<file path="src/rtl/flick_sched_pkg.sv">
// Shared types and constants for the flick scheduler and bound_flasher benches.
package flick_sched_pkg;

  typedef enum logic [2:0] {IDLE, FLICK, RUN, DONE, GAP} sched_state_t;

  localparam int LED_W = 16;
  localparam logic [LED_W-1:0] LEDS_OFF = '0;

endpackage

</file>
<file path="src/rtl/flick_scheduler_rr_arbiter.sv">
// Combinational round-robin arbiter: the first pending request at or after
// rr_ptr (wrapping) wins, reported one-hot together with a valid flag.
module rr_arbiter #(
  parameter int N_REQ = 4,
  parameter int PW = (N_REQ > 1) ? $clog2(N_REQ) : 1
) (
  input  logic [N_REQ-1:0] req,
  input  logic [PW-1:0]    rr_ptr,
  output logic [N_REQ-1:0] winner,
  output logic             valid
);

  logic [PW-1:0] idx;

  always_comb begin
    winner = '0;
    valid  = 1'b0;
    idx    = '0;
    for (int off = 0; off < N_REQ; off++) begin
      idx = PW'((int'(rr_ptr) + off) % N_REQ);
      if (!valid && req[idx]) begin
        winner[idx] = 1'b1;
        valid       = 1'b1;
      end
    end
  end

endmodule

</file>
<file path="src/rtl/flick_scheduler.sv">
// Shares one bound_flasher between N_REQ requesters: round-robin grant, a
// bounded flick pulse while the LEDs are dark, then ack when the run ends.
module flick_scheduler
  import flick_sched_pkg::*;
#(
  parameter int N_REQ        = 4,
  parameter int FLICK_CYCLES = 2,
  parameter int TIMEOUT      = 255
) (
  input  logic             clk,
  input  logic             rst,
  input  logic [N_REQ-1:0] req,
  input  logic [LED_W-1:0] leds,
  output logic             flick,
  output logic [N_REQ-1:0] grant,
  output logic [N_REQ-1:0] ack,
  output logic             busy,
  output logic             timeout_err
);

  localparam int PW = (N_REQ > 1) ? $clog2(N_REQ) : 1;
  localparam int CW = $clog2(TIMEOUT + 1);
  localparam logic [CW-1:0] TMAX    = CW'(TIMEOUT);
  localparam logic [CW-1:0] FC_LAST = CW'(FLICK_CYCLES - 1);

  sched_state_t     state, state_n;
  logic [PW-1:0]    rr_ptr, ptr_n, ptr_adv;
  logic [CW-1:0]    cyc_cnt, cnt_n;
  logic             started, started_n;
  logic             abort, abort_n;
  logic             flick_n, terr_n, leds_on;
  logic [N_REQ-1:0] grant_n, ack_n;
  logic [N_REQ-1:0] win_onehot;
  logic             win_valid;

  rr_arbiter #(.N_REQ(N_REQ), .PW(PW)) u_arb (
    .req    (req),
    .rr_ptr (rr_ptr),
    .winner (win_onehot),
    .valid  (win_valid)
  );

  always_comb begin
    ptr_adv = rr_ptr;
    for (int i = 0; i < N_REQ; i++) begin
      if (grant[i]) ptr_adv = (i == N_REQ - 1) ? '0 : PW'(i + 1);
    end
  end

  // Next-state and next-output logic; every output is registered below.
  always_comb begin
    state_n   = state;
    flick_n   = 1'b0;
    grant_n   = grant;
    ack_n     = '0;
    terr_n    = 1'b0;
    ptr_n     = rr_ptr;
    cnt_n     = cyc_cnt;
    started_n = started;
    abort_n   = abort;
    leds_on   = (leds != LEDS_OFF);

    if (state == FLICK || state == RUN) begin
      if (cyc_cnt != TMAX) cnt_n = cyc_cnt + 1'b1;
      if (leds_on) started_n = 1'b1;
    end

    case (state)
      IDLE: begin
        if (!leds_on && win_valid) begin
          state_n   = FLICK;
          flick_n   = 1'b1;
          grant_n   = win_onehot;
          cnt_n     = '0;
          started_n = 1'b0;
          abort_n   = 1'b0;
        end
      end
      FLICK: begin
        if (cyc_cnt == FC_LAST) state_n = RUN;
        else                    flick_n = 1'b1;
      end
      RUN: begin
        if (started && !leds_on) begin
          state_n = DONE;
        end else if (cyc_cnt == TMAX) begin
          state_n = DONE;
          abort_n = 1'b1;
        end
      end
      DONE: begin
        state_n = GAP;
        grant_n = '0;
      end
      GAP:     state_n = IDLE;
      default: state_n = IDLE;
    endcase

    // Ack, abort flag and pointer advance all land on the edge entering DONE.
    if (state != DONE && state_n == DONE) begin
      ack_n  = grant;
      terr_n = abort_n;
      ptr_n  = ptr_adv;
    end
  end

  always_ff @(posedge clk or negedge rst) begin
    if (!rst) begin
      state       <= IDLE;
      flick       <= 1'b0;
      grant       <= '0;
      ack         <= '0;
      busy        <= 1'b0;
      timeout_err <= 1'b0;
      rr_ptr      <= '0;
      cyc_cnt     <= '0;
      started     <= 1'b0;
      abort       <= 1'b0;
    end else begin
      state       <= state_n;
      flick       <= flick_n;
      grant       <= grant_n;
      ack         <= ack_n;
      busy        <= (state_n != IDLE);
      timeout_err <= terr_n;
      rr_ptr      <= ptr_n;
      cyc_cnt     <= cnt_n;
      started     <= started_n;
      abort       <= abort_n;
    end
  end

endmodule

</file>
<file path="config.mk">
export PLATFORM = sky130hd
export DESIGN_NAME = flick_scheduler
export DESIGN_NICKNAME = d
export VERILOG_FILES = /design/src/rtl/flick_sched_pkg.sv /design/src/rtl/flick_scheduler_rr_arbiter.sv /design/src/rtl/flick_scheduler.sv
export SDC_FILE = /design/constraint.sdc
export NUM_CORES = 1
export LEC_CHECK = 0
export BUFFER_PORTS_ARGS = -buffer_cell sky130_fd_sc_hd__buf_2
export CAP_MARGIN = 10
export CORE_MARGIN = 1
export CORE_UTILIZATION = 50
export CTS_BUF_LIST = sky130_fd_sc_hd__clkbuf_16
export DETAILED_ROUTE_END_ITERATION = 7
export PLACE_DENSITY = 0.7
export SYNTH_ARGS = -nofsm -noshare
export SYNTH_HDL_FRONTEND = slang
export SYNTH_SLANG_ARGS = --single-unit
</file>
<file path="constraint.sdc">
create_clock -name clk -period 2.55 [get_ports clk]
set_clock_uncertainty 0.05 [all_clocks]
set_input_delay 0.255 -clock clk [delete_from_list [all_inputs] [get_ports clk]]
set_output_delay 0.255 -clock clk [all_outputs]
set_load 0.1 [all_outputs]
</file>
== Yosys cells after proc, flatten, opt, wreduce, memory -nomap -nowiden ==
Cells that the tools add are included.
Widths: inputs -> output; s select.
Storage, ports and cells
  bits in registers: 26
  input bits: 22
  logic and storage cells: 108
Cells by class
  $add $sub $neg: 4
  $lt $le $gt $ge: 8
  eq/ne operators: 9
  mux-type cells: 52
  bitwise operators: 3
  reduce and logical (&&, ||, !) cells: 22
Operators with widths (count)
  $mux 8: 4
  $mux 4: 6
  $mux 1: 22
  $reduce_bool 16->1: 1
  $lt 2x3->1 const B: 4
  $mux 3: 4
  $or 4x4->4: 3
  $pmux 3 s4: 1
  $logic_and 1x1->1: 10
  $eq 3x2->1 const B: 3
  $add 8x1->8 const B: 1
  $bmux 1 s2: 4
  $demux 1 s2: 4
  $eq 8x1->1 const B: 1
  $eq 8x8->1 const B: 1
  $ge 2x1->1 const B: 4
  $mux 2: 4
  $ne 8x8->1 const B: 1
  $pmux 4 s2: 1
  $add 2x2->2 const B: 2
  $logic_not 1->1: 4
  $pmux 1 s2: 2
  $reduce_and 2->1: 2
  $reduce_bool 4->1: 1
  8 further kinds: 8

== Logic depth before layout (Yosys ltp) ==
Gate-level depths: netlist of run 1.
  depth after elaboration: 18
  gate-level depth with buffers: 8
  gate-level depth less buffers: 7

== Modules after synthesis ==
Synthesis of run 1 repeated with hierarchy kept, for this count alone.
Second synthesis, totals
  cell total of the unflattened synthesis: 191
  area total of the unflattened synthesis: 1746.7 µm²
By module, submodules not included
  flick_scheduler: times used 1, cells each 129, area an instance 1252.5 µm², seq. area each 650.6 µm²
  rr_arbiter: times used 1, cells each 62, area an instance 494.2 µm², seq. area each 0.0 µm²

== Worst setup path before layout of run 1 ==
OpenSTA, ideal clock, no wires.
  path type: reg2reg
  start: register rr_ptr[0]
  end: register grant[3]
  setup time: 79 ps
  arrival: 2001 ps
  required time: 2421 ps
  path slack: 421 ps
  stages on the path, launching flop included: 9
  buffers on the path: 1
  period minus slack after synthesis: 2129 ps
  cells stage by stage: dfrtp_1 buf_2 inv_1 ha_1 mux2_2 nand2_1 o2111ai_1 a32o_1 a21oi_1
On the way
  word-level cells in the longest chain between the ends: 15
  elaborated cells between the ends (all ways): 53
  classes of those cells: 3 x add/sub; 8 x order compare; 1 x eq/ne; 26 x mux; 3 x bitwise; 12 x reduce/logical
RTL lines
  start: declaration: RTL line flick_scheduler.sv:27  | logic [PW-1:0] rr_ptr, ptr_n, ptr_adv;
  start signal: assignment: RTL line flick_scheduler.sv:126  | rr_ptr <= ptr_n;
  branches (longest 15 deep; another with $lt 2x3->1)
  end signal: assignment: RTL line flick_scheduler.sv:122  | grant <= grant_n;
  end: declaration: RTL line flick_scheduler.sv:15  | output logic [N_REQ-1:0] grant,
Parallel ways; which one is timed is not known. The select of a mux whose other input is x is not followed.
A chain may end at the register's enable or synchronous reset.

== Final worst setup path of run 1 ==
  start: register rr_ptr[1]
  end: register grant[2]
The elaborated chain is that of the path after synthesis.

==> results of run 1 <==
==> sequential cells by signal, indices dropped and copies added, names as in the netlist <==
register and count:
cyc_cnt 8, ack 4, grant 4, state 3, rr_ptr 2, abort 1
busy 1, flick 1, started 1, timeout_err 1
==> through the flow <==
step / instances / util [%] / cell area (um2)
2_1_floorplan: 177 / - / 1680
3_3_place_gp: 250 / 60.1 / 1880
3_5_place_dp: 250 / 60.1 / 1880
4_1_cts: 255 / 62.9 / 1970
5_1_grt: 255 / 62.9 / 1970
6_report: 255 / 62.9 / 1970
==> how the worst max path moves through the flow <==
stage,start,to,cells after the start
after floorplan,rr_ptr[0],grant[3],8
after global placement,rr_ptr[1],grant[3],7
after detailed placement,rr_ptr[1],grant[1],7
after CTS,rr_ptr[1],grant[1],7
after global routing,rr_ptr[1],grant[1],7
final,rr_ptr[1],grant[2],7
==> kinds of logic (layout without fill, tap and decap cells) <==
group           after synthesis  after routing  synth area share, %
mux                           7              7                 5.00
buf+inv                      13             47                 3.21
compound gates               46             46                 18.9
flops                        26             26                 38.8
xor+xnor                      3              3                 2.02
simple gates                 72             72                 24.6
fa+ha+maj                    10             10                 7.46
==> metal layers <==
metal | part of all wire, % | vias up | wire, um
met4 | 0.89 | 0 | 34
li1 | - | 725 | -
met5 | 0 | - | 0
met2 | 48 | 18 | 1850
met1 | 50 | 682 | 1900
met3 | 1.0 | 2 | 40
==> layout by cell type, fill, tap and decap left out, types with 2 or more instances in the layout <==
cell,n
a211oi_1,5
a21oi_1,17
a31oi_1,2
a32o_1,4
and2_1,6
and3_1,3
and4_1,2
buf_2,32
clkbuf_16,3
dfrtp_1,26
ha_1,10
inv_1,9
mux2i_1,5
nand2_1,9
nand2b_1,3
nand3_1,5
nand4_1,2
nor2_1,18
nor3_1,7
nor4_1,5
o2111ai_1,4
o21ai_0,7
==> area by class of cell <==
type | instances | area, um2 | share of cell area [%]
multi-input cells | 138 | 972 | 49.4
inverters | 9 | 33.8 | 1.72
well taps | 44 | 55.1 | 2.80
clock inverters | 1 | 3.75 | 0.191
repair buffers | 34 | 178 | 9.03
flip-flops and latches | 26 | 651 | 33.1
clock buffers | 3 | 75.1 | 3.81
==> what timing repair did <==
action                                  4_1_cts  5_1_grt
endpoints found under the setup margin        0        0
hold endpoints to repair                     26        0
buffers inserted                              0        0
resized for setup                             0        0
hold buffers                                  1        0
==> worst min-delay path: cells and delay by family (launching register included) <==
kind	cells	cell delay [ps]
AO/OA/AOI/OAI	1	40
flip-flops	1	350
AND/OR/NAND/NOR	1	70
==> power groups by stage <==
stage / Combinational (mW) / Clock [mW] / Sequential [mW]
floorplan: 0.0175 / 0 / 0.420
global placement: 0.0471 / 0 / 0.420
CTS: 0.0496 / 0.350 / 0.412
global route: 0.0557 / 0.377 / 0.412
finish: 0.0494 / 0.349 / 0.412
detailed placement: 0.0482 / 0 / 0.420
==> results.sh, run 1 <==
export IMPL_cts_path_max_buffers=2
export IMPL_reg2reg_slack_ps=260
export IMPL_holdPathEnd="abort"
export IMPL_grt_pass1_wl_mm=6.27
export IMPL_overflow=0
export IMPL_vdd_ir_drop_max_uv=227
export IMPL_grt_usage_pct=23.5
export IMPL_intPower_mw=0.645
export IMPL_synth_top_area_share_pct=38.8
export IMPL_synth_most_common_cell="dfrtp_1"
export IMPL_grt_met2_usage_pct=36.7
export IMPL_clk_root_buffer_cell="clkbuf_16"
export IMPL_n_fill_cell=270
export IMPL_reg2reg_depth=7
export IMPL_fp_dieH_um=59.9
export IMPL_cp_start_kind="flip-flop"
export IMPL_wl_mm=3.82
export IMPL_finalWorstSetupSlack_ps=258
export IMPL_hold_path_startpoint="abort"
export IMPL_worstHoldPathCells=2
export IMPL_row_count=20
export IMPL_worst_ep_arrival_time_ps=2420
export IMPL_pin_count=33
export IMPL_p_sw_share_pct=20.5
export IMPL_start_util_pct=53.6
export IMPL_r2r_start="rr_ptr[1]"
export IMPL_power_density_nw_per_um2=412
export IMPL_hold_slack_ps=449
export IMPL_synth_top_cell_by_area="dfrtp_1"
export IMPL_slew_headroom_pct=61.6
export IMPL_synth_edf_count=0
export IMPL_path_buf_inv=1
export IMPL_diodes=0
export IMPL_drv_slew=0
export IMPL_portBuffers=32
export IMPL_min_period_ps=2290
export IMPL_synth_net_count=209
export IMPL_synth_commonest_cells="dfrtp_1 (26), nor2_1 (18), a21oi_1 (17)"
export IMPL_p_comb_share_pct=6.1
export IMPL_clk_latency_ps=260
export IMPL_synth_main_ff_cell="dfrtp_1"
export IMPL_die_area_um2=3590
export IMPL_die_w_um=59.9
export IMPL_cp_max_fo=8
export IMPL_p_total_mw=0.811
export IMPL_grt_pass1_vias=1302
export IMPL_drt_iter0_drc=95
export IMPL_ys_ff_latch=26
export IMPL_cp_required_ps=2680
export IMPL_p_seq_share_pct=50.8
export IMPL_r2r_end="grant[2]"
export IMPL_gp_congestion=0.792
export IMPL_hpwl_mm=2.86
export IMPL_drive_gt1_share_pct=21.8
export IMPL_cts_tree="built"
export IMPL_cts_buffers=3
export IMPL_yosysSeqAreaShare_pct=38.8
export IMPL_cp_end_kind="flip-flop"
export IMPL_layout_nets=244
export IMPL_dr_total_vias=1427
export IMPL_htree_levels=1
export IMPL_slowest_delay_ps=520
export IMPL_met3_usage_pct=2.16
export IMPL_synthCells=177
export IMPL_grt_max_degree=27
export IMPL_hold_violations=0
export IMPL_p_sw_mw=0.166
export IMPL_cpMaxStageDelayCell="dfrtp_1"
export IMPL_clkPwrFrac_pct=43.1
export IMPL_fin_crit_sh_pct=89.9
export IMPL_syn_to_final_growth_pct=17.4
export IMPL_antenna_left=0
export IMPL_fin_setup_tns_ps=0
export IMPL_ys_warn_count=0
export IMPL_place_ws_ps=306
export IMPL_cts_clk_slew_worst_paths_ps=70
export IMPL_drt_wirelength_per_cell_um=15.0
export IMPL_path_delay_family="compound AO/OA/AOI/OAI gates"
export IMPL_grt_busiest_layer="met2"
export IMPL_max_cap_violations=0
export IMPL_tightest_slew_ps=576
export IMPL_clock_fmax_mhz=436
export IMPL_grtUsageMet1_pct=33.6
export IMPL_setup_viol=0
export IMPL_postSynth_asyncResetShare_pct=100
export IMPL_syn_cell_area_um2=1680
export IMPL_outcome="finished clean"
export IMPL_drcViolationCount=0
export IMPL_p_leak_nw=0.902
export IMPL_rsz0062_at_grt="no"
export IMPL_hold_path_class="flip-flop to flip-flop"
export IMPL_antenna_found_initial=0
export IMPL_crit_type="flip-flop to flip-flop"
export IMPL_cp_cell_sequence="inv_1 > ha_1 > mux2_2 > nand2_1 > o2111ai_1 > a32o_1 > a21oi_1"
export IMPL_synth_area_top_cells="dfrtp_1 (39%), ha_1 (7.5%), a21oi_1 (5.1%)"
export IMPL_routed_via_density=5.60
export IMPL_core_region_area_um2=3130
export IMPL_syn_area_per_cell_um2=9.47
export IMPL_dr_pass1_iters=4
export IMPL_synth_cell_types=45
export IMPL_clock_sinks=26
(Power assumes the default switching activity.)
==> inputs of run 2 (changes only) <==
--- a/config.mk
+++ b/config.mk
@@ -5,13 +5,13 @@
 export SDC_FILE = /design/constraint.sdc
 export NUM_CORES = 1
 export LEC_CHECK = 0
-export BUFFER_PORTS_ARGS = -buffer_cell sky130_fd_sc_hd__buf_2
 export CAP_MARGIN = 10
 export CORE_MARGIN = 1
 export CORE_UTILIZATION = 50
 export CTS_BUF_LIST = sky130_fd_sc_hd__clkbuf_16
 export DETAILED_ROUTE_END_ITERATION = 7
-export PLACE_DENSITY = 0.7
+export DONT_BUFFER_PORTS = 1
+export PLACE_DENSITY = 0.62
 export SYNTH_ARGS = -nofsm -noshare
 export SYNTH_HDL_FRONTEND = slang
 export SYNTH_SLANG_ARGS = --single-unit
==> results.sh, run 2 (synthesis results as in run 1) <==
export IMPL_finalWorstSetupSlack_ps=235
export IMPL_p_comb_share_pct=3.7
export IMPL_grt_usage_pct=22.6
export IMPL_outcome="finished clean"
export IMPL_vdd_ir_drop_max_uv=219
export IMPL_core_region_area_um2=3130
export IMPL_cts_tree="built"
export IMPL_wl_mm=3.60
export IMPL_largest_reg_flops=8
export IMPL_p_total_mw=0.901
export IMPL_drive_gt1_share_pct=10.9
export IMPL_hold_violations=0
export IMPL_grtUsageMet1_pct=30.6
export IMPL_cts_setup_buffers=0
export IMPL_cp_required_ps=2640
export IMPL_hpwl_mm=2.65
export IMPL_drt_wirelength_per_cell_um=15.8
export IMPL_place_ws_ps=272
export IMPL_pin_count=33
export IMPL_hold_path_class="input pin to flip-flop"
export IMPL_diodes=0
export IMPL_htree_levels=1
export IMPL_intPower_mw=0.739
export IMPL_power_density_nw_per_um2=478
export IMPL_antenna_left=0
export IMPL_p_sw_mw=0.162
export IMPL_cp_end_kind="flip-flop"
export IMPL_layout_nets=217
export IMPL_n_fill_cell=269
export IMPL_cp_start_kind="flip-flop"
export IMPL_worst_ep_arrival_time_ps=2410
export IMPL_slew_headroom_pct=42.6
export IMPL_largest_register="cyc_cnt"
export IMPL_post_cts_resize_count=0
export IMPL_row_count=20
export IMPL_dr_total_vias=1409
export IMPL_cp_max_fo=8
export IMPL_die_area_um2=3590
export IMPL_dr_pass1_iters=5
export IMPL_p_sw_share_pct=17.9
export IMPL_fin_setup_tns_ps=0
export IMPL_grt_busiest_layer="met2"
export IMPL_setup_viol=0
export IMPL_fp_dieH_um=59.9
export IMPL_max_cap_violations=0
export IMPL_clock_fmax_mhz=432
export IMPL_crit_type="flip-flop to flip-flop"
export IMPL_drcViolationCount=0
export IMPL_cts_buffers=3
export IMPL_final_common_cell="dfrtp_1"
export IMPL_final_core_util_pct=60.2
export IMPL_tightest_slew_ps=862
export IMPL_syn_to_final_growth_pct=12.4
export IMPL_min_period_ps=2320
export IMPL_clkPwrFrac_pct=50.5
export IMPL_p_seq_share_pct=45.8
export IMPL_grt_pass1_wl_mm=6.12
export IMPL_routed_via_density=6.18
export IMPL_grt_max_degree=27
export IMPL_drt_iter0_drc=53
export IMPL_antenna_found_initial=0
export IMPL_portBuffers=0
export IMPL_reg_largest_list="cyc_cnt x8, ack x4, grant x4"
export IMPL_fin_crit_sh_pct=90.8
export IMPL_p_leak_nw=0.808
export IMPL_cts_path_max_buffers=2
export IMPL_hold_buffers=2
export IMPL_clk_root_buffer_cell="clkbuf_16"
export IMPL_hold_slack_ps=333
export IMPL_clk_latency_ps=260
export IMPL_grt_met2_usage_pct=37.5
export IMPL_overflow=0
export IMPL_met3_usage_pct=2.60
export IMPL_final_cell_mix="dfrtp_1 (26), nor2_1 (18), a21oi_1 (17)"
export IMPL_gp_congestion=0.895
export IMPL_rsz0062_at_grt="no"
export IMPL_drv_slew=0
export IMPL_die_w_um=59.9
export IMPL_cts_clk_slew_worst_paths_ps=70
export IMPL_clock_sinks=26
export IMPL_grt_pass1_vias=1337
export IMPL_start_util_pct=53.6
run 2: path summary, 6_finish.rpt:
kind,to,startpoint,cells after the start,slack [ps]
min reg2reg,abort,abort,2,460
min,busy,req[1],3,330
max in group asynchronous,grant[2],rst,2,1920
max reg2reg,grant[0],rr_ptr[1],7,230
min in group asynchronous,ack[3],rst,2,380
max,grant[0],rr_ptr[1],7,230
run 2: routing by layer:
metal  wire (um)  up-vias
li1            -      669
met1        1690      682
met2        1700       54
met3         173        4
met4          42        0
met5           0        -
run 2: per-stage QoR:
| step | cells | area, um2 |
|---|---|---|
| after floorplan | 177 | 1680 |
| after global placement | 222 | 1750 |
| after detailed placement | 222 | 1750 |
| after CTS | 228 | 1880 |
| after global routing | 228 | 1880 |
| final | 228 | 1880 |
run 2: layout make-up:
cell class | instances | area [um2] | share of cell area, %
clock buffer | 3 | 75.1 | 3.98
sequential | 26 | 651 | 34.5
clock inverter | 1 | 30.0 | 1.59
inverter | 9 | 33.8 | 1.79
multi-input combinational | 138 | 972 | 51.6
tap | 44 | 55.1 | 2.92
timing repair buffer | 7 | 67.6 | 3.59
run 2: power groups by stage:
stage          Clock, mW  Combinational [mW]  Sequential, mW
6_report           0.455              0.0338           0.412
5_1_grt            0.485              0.0375           0.412
4_1_cts            0.459              0.0339           0.412
3_5_place_dp           0              0.0204           0.420
3_3_place_gp           0              0.0199           0.420
2_1_floorplan          0              0.0175           0.420
run 2: worst max-delay path, cell delays in order, from the launching register on:
cell,delay [ps]
dfrtp_1,520
inv_1,170
ha_1,410
mux2_2,360
and2_1,210
a21oi_1,210
a32o_1,210
a21oi_1,70
==> inputs of run 3 (changes only) <==
--- a/config.mk
+++ b/config.mk
@@ -7,11 +7,11 @@
 export LEC_CHECK = 0
 export CAP_MARGIN = 10
 export CORE_MARGIN = 1
-export CORE_UTILIZATION = 50
+export CORE_UTILIZATION = 55
 export CTS_BUF_LIST = sky130_fd_sc_hd__clkbuf_16
 export DETAILED_ROUTE_END_ITERATION = 7
 export DONT_BUFFER_PORTS = 1
-export PLACE_DENSITY = 0.62
+export PLACE_DENSITY = 0.67
 export SYNTH_ARGS = -nofsm -noshare
 export SYNTH_HDL_FRONTEND = slang
 export SYNTH_SLANG_ARGS = --single-unit
==> results.sh, run 3 (synthesis results as in run 1) <==
export IMPL_grt_max_degree=27
export IMPL_cts_path_max_buffers=2
export IMPL_clock_fmax_mhz=446
export IMPL_rsz0062_at_grt="no"
export IMPL_clock_sinks=26
export IMPL_drt_iter0_drc=41
export IMPL_die_area_um2=3270
export IMPL_dp_cells=209
export IMPL_cts_setup_buffers=0
export IMPL_reg_largest_list="cyc_cnt x8, ack x4, grant x4"
export IMPL_drive_gt1_share_pct=10.9
export IMPL_grt_pass1_vias=1349
export IMPL_max_cap_violations=0
export IMPL_slew_headroom_pct=42.2
export IMPL_fin_setup_tns_ps=0
export IMPL_antenna_left=0
export IMPL_start_util_pct=59.3
export IMPL_outcome="finished, violations left"
export IMPL_dr_total_vias=1363
export IMPL_largest_reg_flops=8
export IMPL_reg2reg_slack_ps=310
export IMPL_drcViolationCount=1
export IMPL_min_period_ps=2240
export IMPL_finalWorstSetupSlack_ps=307
export IMPL_core_region_area_um2=2830
export IMPL_final_cell_area_um2=1870
export IMPL_cts_tree="built"
export IMPL_worst_ep_arrival_time_ps=2330
export IMPL_portBuffers=0
export IMPL_wl_mm=3.64
export IMPL_drt_wirelength_per_cell_um=16.9
export IMPL_post_cts_resize_count=0
export IMPL_row_count=19
export IMPL_layout_nets=217
export IMPL_hpwl_mm=2.76
export IMPL_fin_crit_sh_pct=88.0
export IMPL_place_ws_ps=340
export IMPL_p_leak_nw=0.808
export IMPL_htree_levels=1
export IMPL_syn_to_final_growth_pct=11.4
export IMPL_largest_register="cyc_cnt"
export IMPL_hold_buffers=2
export IMPL_vdd_ir_drop_max_uv=285
export IMPL_final_cell_mix="dfrtp_1 (26), nor2_1 (18), a21oi_1 (17)"
export IMPL_fin_cells=215
export IMPL_crit_type="flip-flop to flip-flop"
export IMPL_hold_violations=0
export IMPL_gp_congestion=0.869
export IMPL_pin_count=33
export IMPL_overflow=0
export IMPL_cp_start_kind="flip-flop"
export IMPL_die_w_um=57.2
export IMPL_clk_root_buffer_cell="clkbuf_16"
export IMPL_cts_clk_slew_worst_paths_ps=70
export IMPL_final_common_cell="dfrtp_1"
export IMPL_setup_viol=0
export IMPL_hold_path_class="input pin to flip-flop"
export IMPL_fp_dieH_um=57.2
export IMPL_power_density_nw_per_um2=480
export IMPL_place_area_um2=1730
export IMPL_cp_required_ps=2640
export IMPL_tightest_slew_ps=868
export IMPL_dr_pass1_iters=6
export IMPL_cp_max_fo=8
export IMPL_cp_end_kind="flip-flop"
export IMPL_routed_via_density=6.34
export IMPL_antenna_found_initial=0
export IMPL_violations="design-rule violations"
export IMPL_grt_usage_pct=24.0
export IMPL_cts_buffers=3
export IMPL_drv_slew=0
export IMPL_grt_pass1_wl_mm=6.12
export IMPL_diodes=0
export IMPL_clk_latency_ps=260
==> run 3: cell counts in the layout (fill, tap and decap cells not counted) <==
No cell type changed its count.
==> run 3: final timing paths <==
kind | cells past startpoint | end | start
worst max-delay path | 7 | grant[3] | rr_ptr[1]
worst min-delay path | 3 | busy | req[1]
worst max register to register | 7 | grant[3] | rr_ptr[1]
worst min register to register | 2 | abort | abort
max in group asynchronous | 2 | grant[2] | rst
min in group asynchronous | 2 | cyc_cnt[4] | rst
==> run 3: power breakdown <==
part / leakage, nW / internal [mW] / switching (mW)
registers: 0.290 / 0.412 / 0
logic: 0.467 / 0.0149 / 0.0191
clock network: 0.0511 / 0.312 / 0.138
total: 0.808 / 0.739 / 0.157
==> run 3: layout make-up <==
class	count	area, um2
inverters	9	33.8
clock buffers	3	75.1
repair buffers	7	67.6
well taps	31	38.8
fillers	227	961
flip-flops and latches	26	651
clock inverters	1	30.0
multi-input cells	138	972
==> run 3: metal layers <==
metal,GRT usage [%],vias up,part of all wire [%],wire [um]
met2,42.0,44,49,1790
met3,2.27,5,3.4,124
met5,0,-,0,0
met1,31.6,647,46,1690
met4,6.62,0,0.99,36
li1,-,667,-,-
==> run 3: metrics by stage <==
stage | total power, mW | utilization (%) | hold slack [ps]
2_1_floorplan | 0.438 | - | -90.6
3_3_place_gp | 0.441 | 61.3 | -90.1
3_5_place_dp | 0.441 | 61.3 | -90.1
4_1_cts | 0.900 | 66.0 | 316
5_1_grt | 0.918 | 66.0 | 358
6_report | 0.897 | 66.0 | 334
==> run 3: worst max-delay path: stages, from the launching register on <==
cell and delay (ps):
dfrtp_1 510, inv_1 170, ha_1 400, mux2_2 360
and2_1 210, a21oi_1 170, a32o_1 190, a21oi_1 60
